[src/rtl/decoder_nx_pipe.sv]
`default_nettype none
// ============================================================================
// Module      : decoder_nx_pipe
// Description : Parametrised, registered N-to-M binary decoder with a
//               valid/ready handshake on both sides. It produces a one-hot or
//               thermometer vector one cycle after a code is accepted, and it
//               counts the accepted codes.
// Revision    : 1.0 - initial release
// ----------------------------------------------------------------------------
// Parameters
//   IN_W      width of the binary code input
//   NUM_OUT   number of decoded outputs (1 <= NUM_OUT <= 2**IN_W)
//   CNT_W     width of the accepted-transfer counter
// Ports
//   clk        in   1        clock, rising edge
//   rst        in   1        asynchronous active-high reset
//   in_valid   in   1        code/mode valid
//   in_ready   out  1        block can accept this cycle
//   in_code    in   IN_W     binary code
//   in_mode    in   1        0 = one-hot, 1 = thermometer
//   out_valid  out  1        out_data valid
//   out_ready  in   1        downstream accepts out_data
//   out_data   out  NUM_OUT  decoded vector
//   out_err    out  1        code out of range (range check build only)
//   acc_cnt    out  CNT_W    number of accepted input transfers, wraps
// Build option
//   DEC_ERR_CHK_EN  When defined, an out-of-range code decodes to all zeros
//                   and raises out_err for that beat. When undefined there is
//                   no range check and out_err is tied low.
// ============================================================================
module decoder_nx_pipe #(
  parameter int IN_W    = 3,
  parameter int NUM_OUT = 8,
  parameter int CNT_W   = 8
) (
  input  logic               clk,
  input  logic               rst,
  input  logic               in_valid,
  output logic               in_ready,
  input  logic [IN_W-1:0]    in_code,
  input  logic               in_mode,
  output logic               out_valid,
  input  logic               out_ready,
  output logic [NUM_OUT-1:0] out_data,
  output logic               out_err,
  output logic [CNT_W-1:0]   acc_cnt
);

  // --------------------------------------------------------------------------
  // Handshake
  // --------------------------------------------------------------------------
  logic               r_out_valid;
  logic [NUM_OUT-1:0] r_out_data;
  logic               r_out_err;
  logic [CNT_W-1:0]   r_acc_cnt;
  logic               w_accept;

  // The single output slot frees up in the same cycle it drains, so a new
  // code can be taken every cycle with no bubble.
  assign in_ready = !r_out_valid || out_ready;
  assign w_accept = in_valid && in_ready;

  // --------------------------------------------------------------------------
  // Decode
  // --------------------------------------------------------------------------
  // The code is zero-extended to 32 bits before comparing against each output
  // index, so no upper bit of the code is lost when NUM_OUT < 2**IN_W.
  logic [31:0]        w_code_ext;
  logic [NUM_OUT-1:0] w_onehot;
  logic [NUM_OUT-1:0] w_therm;
  logic [NUM_OUT-1:0] w_dec;
  logic               w_err;

  assign w_code_ext = 32'(in_code);

  generate
    for (genvar gi = 0; gi < NUM_OUT; gi++) begin : g_dec
      assign w_onehot[gi] = (w_code_ext == 32'(gi));
      assign w_therm[gi]  = (32'(gi) <= w_code_ext);
    end
  endgenerate

`ifdef DEC_ERR_CHK_EN
  logic w_out_of_range;

  assign w_out_of_range = (w_code_ext >= 32'(NUM_OUT));
  // An out-of-range code yields all zeros in either mode and is flagged.
  assign w_dec = w_out_of_range ? '0 : (in_mode ? w_therm : w_onehot);
  assign w_err = w_out_of_range;
`else
  // Without the range check an out-of-range code falls out of the index
  // compare: all zeros for one-hot, all ones for thermometer.
  assign w_dec = in_mode ? w_therm : w_onehot;
  assign w_err = 1'b0;
`endif

  // --------------------------------------------------------------------------
  // Output register stage
  // --------------------------------------------------------------------------
  // Data and error load only on accept. Code and mode are therefore ignored
  // (including unknown values) whenever no transfer happens, and they stay
  // stable while the downstream applies backpressure.
  always_ff @(posedge clk or posedge rst) begin
    if (rst) begin
      r_out_valid <= 1'b0;
      r_out_data  <= '0;
      r_out_err   <= 1'b0;
    end else if (w_accept) begin
      r_out_valid <= 1'b1;
      r_out_data  <= w_dec;
      r_out_err   <= w_err;
    end else if (out_ready) begin
      // Drain with nothing new: valid drops, data keeps its last value.
      r_out_valid <= 1'b0;
    end
  end

  // --------------------------------------------------------------------------
  // Accepted-transfer counter (wraps naturally)
  // --------------------------------------------------------------------------
  always_ff @(posedge clk or posedge rst) begin
    if (rst) begin
      r_acc_cnt <= '0;
    end else if (w_accept) begin
      r_acc_cnt <= r_acc_cnt + 1'b1;
    end
  end

  assign out_valid = r_out_valid;
  assign out_data  = r_out_data;
  assign out_err   = r_out_err;
  assign acc_cnt   = r_acc_cnt;

endmodule
`default_nettype wire

[config.mk]
export PLATFORM = sky130hd
export DESIGN_NAME = decoder_nx_pipe
export DESIGN_NICKNAME = d
export VERILOG_FILES = /design/src/rtl/decoder_nx_pipe.sv
export SDC_FILE = /design/constraint.sdc
export NUM_CORES = 1
export LEC_CHECK = 0
export CORE_UTILIZATION = 31
export DETAILED_ROUTE_END_ITERATION = 6
export GPL_ROUTABILITY_DRIVEN = 0
export PLACE_DENSITY = 0.57
export SETUP_SLACK_MARGIN = 0.4
export SLEW_MARGIN = 20
export SYNTH_ARGS = -nofsm -noshare
export SYNTH_HDL_FRONTEND = slang
export SYNTH_SLANG_ARGS = --single-unit
[constraint.sdc]
create_clock -name clk -period 1.3 [get_ports clk]
set_clock_uncertainty 0.2 [all_clocks]
set_input_delay 0.26 -clock clk [delete_from_list [all_inputs] [get_ports clk]]
set_output_delay 0.26 -clock clk [all_outputs]
set_load 0.03 [all_outputs]
==> results.sh <==
export IMPL_finalSetupViolations=27
export IMPL_post_route_util_pct=56.8
export IMPL_synth_distinct_cells=30
export IMPL_htreeDepth=1
export IMPL_cpMostUsedCell="buf_6"
export IMPL_maxCapViolCount=0
export IMPL_yosysWarningCount=0
export IMPL_row_count=18
export IMPL_areaGrowthSynthToFinish_pct=69.8
export IMPL_cp_slowest_stage_delay_ns=0.44
export IMPL_final_nets=137
export IMPL_path_max_fanout=2
export IMPL_synthXorXnorAreaFrac_pct=7.26
export IMPL_root_buffer="clkbuf_4"
export IMPL_synth_compound_area_share_pct=7.41
export IMPL_ys_seq_elements=17
export IMPL_async_flop_share_pct=100
export IMPL_cts_sinks=17
export IMPL_crit_arrival_ns=1.02
export IMPL_syn_num_nets=86
export IMPL_dr_first_iter_drc_count=11
export IMPL_synth_top_family_by_area="simple AND/OR/NAND/NOR gates"
export IMPL_die_w_um=54.2
export IMPL_path_cells="nand2b_4, buf_6, buf_6"
export IMPL_initial_core_util_pct=33.5
export IMPL_vias=763
export IMPL_vias_per_cell=4.86
export IMPL_die_h_um=54.2
export IMPL_cp_slowest_cell="dfrtp_2"
export IMPL_critPathKind="flip-flop to primary output"
export IMPL_grt_pass1_wl_um=3350
export IMPL_cts_tree="yes"
export IMPL_synth_simple_area_share_pct=17.2
export IMPL_outcome="complete, but fails checks"
export IMPL_rr_worst_depth=4
export IMPL_insertedDiodeCount=0
export IMPL_wl_per_cell_um=12.6
export IMPL_dieArea_um2=2940
export IMPL_synth_top_cells_by_area="dfrtp_1, xnor2_1, mux2_4"
export IMPL_synth_common_cells="dfrtp_1, xnor2_1, a21oi_1, inv_1, nand4_1"
export IMPL_ys_flop_type="dfrtp_1"
export IMPL_finalHoldViolCount=0
export IMPL_yosys_area_top_type_share_pct=50.4
export IMPL_reg2reg_to="out_data[6]"
export IMPL_hp_class="primary input to asynchronous set/reset pin"
export IMPL_clk_path_buf_depth=2
export IMPL_coreArea_um2=2520
export IMPL_antenna_found_initial=0
export IMPL_startpoint="out_valid"
export IMPL_yosys_area_share_adder_pct=1.48
export IMPL_clk_insertion_delay_late_ns=0.30
export IMPL_num_io_pins=27
export IMPL_ff2ff_setup_slack_ns=-0.16
export IMPL_cellPowerDensity_nw_per_um2=1580
export IMPL_synthMuxAreaShare_pct=9.04
export IMPL_worst_setup_path_end_kind="primary output"
export IMPL_routed_wirelength_um=1990
export IMPL_clkTransAtPathRegs_ns=0.11
export IMPL_cts_buffers=3
export IMPL_globalRoute_totalOverflow=0
export IMPL_ant_nets=0
export IMPL_drc=0
export IMPL_grt_pass1_vias=747
export IMPL_io_buffers=25
export IMPL_syn_mean_instance_area_um2=11.0
export IMPL_grtUsageTotal_pct=16.4
export IMPL_required_ns=0.84
export IMPL_start_kind="flip-flop"
export IMPL_syn_inst=77
export IMPL_synth_edff_count=0
export IMPL_hold_buffers=0
export IMPL_synth_seq_area_share_pct=50.4
export IMPL_hpwl_um=1310
export IMPL_timing_hold_ws_ns=0.0491
export IMPL_p_leak_nw=0.660
export IMPL_timing_final_ws_setup_ns=-0.181
export IMPL_drive_gt1_share_pct=59.1
export IMPL_period_share_pct=114
export IMPL_yosys_area_top_type="dfrtp_1"
export IMPL_dr_pass1_iters=2
export IMPL_violations="negative setup slack"
export IMPL_irDropWorstVdd_v=0.00103
export IMPL_rr_startpoint="out_valid"
export IMPL_yosysMostFrequentCell="dfrtp_1"
export IMPL_synth_area_um2=845
export IMPL_rsz0062_at_grt="true"
export IMPL_fmax_mhz=675
export IMPL_drv_slew=0
export IMPL_min_period_ns=1.48
export IMPL_grt_max_degree=18
-- power by group --
group / switching, mW / internal (mW)
Clock: 0.182 / 0.115
Combinational: 0.565 / 0.633
Sequential: 0.105 / 0.672
Total: 0.852 / 1.42
-- repair_timing --
item | CTS | global route
hold endpoints to repair | 0 | 0
pin swaps | 3 | 2
resized for setup | 29 | 6
setup buffers | 12 | 2
endpoints found under the setup margin | 35 | 35
gates cloned | 0 | 0
-- metrics by stage --
stage	cells	setup TNS, ns	power (mW)	setup slack, ns	cell area (um^2)
finish	157	-1.73	2.27	-0.181	1430
global route	157	-2.97	2.40	-0.225	1430
CTS	155	-1.82	2.24	-0.198	1390
detailed placement	139	-5.10	1.66	-0.372	1180
global placement	139	-4.96	1.64	-0.366	1180
floorplan	77	-0.584	1.31	-0.150	865
-- layout make-up --
class | count | area, um^2
multi-input cells | 49 | 395
repair buffers | 52 | 512
inverters | 5 | 18.8
well taps | 30 | 37.5
clock inverters | 1 | 5.00
flip-flops and latches | 17 | 443
fillers | 219 | 1090
clock buffers | 3 | 22.5
-- layout by cell type, fill, tap and decap left out, types with 3 or more instances in the layout --
master / synthesis / layout
dfrtp_1: 17 / 3
buf_6: 1 / 25
inv_1: 5 / 5
buf_4: 1 / 19
a21oi_1: 5 / 5
xnor2_1: 6 / 5
mux2_4: 3 / 3
clkbuf_4: 0 / 3
clkdlybuf4s50_1: 0 / 5
dfrtp_2: 0 / 14
nor2_1: 3 / 3
nand4_1: 5 / 5
-- logic make-up after synthesis --
family	count (synthesis)
muxes	6
adders and majority gates	1
xor gates and xnor gates	7
other	1
DFF	17
AOI/OAI and AO/OA	11
and+or+nand+nor	23
buffers and inverters	11
-- flip-flops by register name, summed over array words and instances (netlist names) --
name       count
out_data       8
out_valid      1
acc_cnt        8
-- critical path: cells and delay by family, from the launching register on --
family                 cells  cell delay (ns)
buffers and inverters      2             0.20
AND/OR/NAND/NOR            1             0.08
flip-flops                 1             0.44
-- how the worst max path moves through the flow --
stage | end | slack (ns)
3_5_place_dp | out_data[7] | -0.37
3_3_place_gp | out_data[6] | -0.37
2_1_floorplan | acc_cnt[1] | -0.15
4_1_cts | in_ready | -0.20
6_report | in_ready | -0.18
5_1_grt | in_ready | -0.23
-- layer usage --
metal,global-route usage [%],share of wire (%),vias up,wire length (um)
met5,0,0,-,0
met4,3.85,0.50,0,10
met3,5.65,5.3,2,105
met2,28.3,51,22,1010
met1,19.3,43,377,861
li1,-,-,362,-
Note: power is estimated with default switching activity, not from simulation.
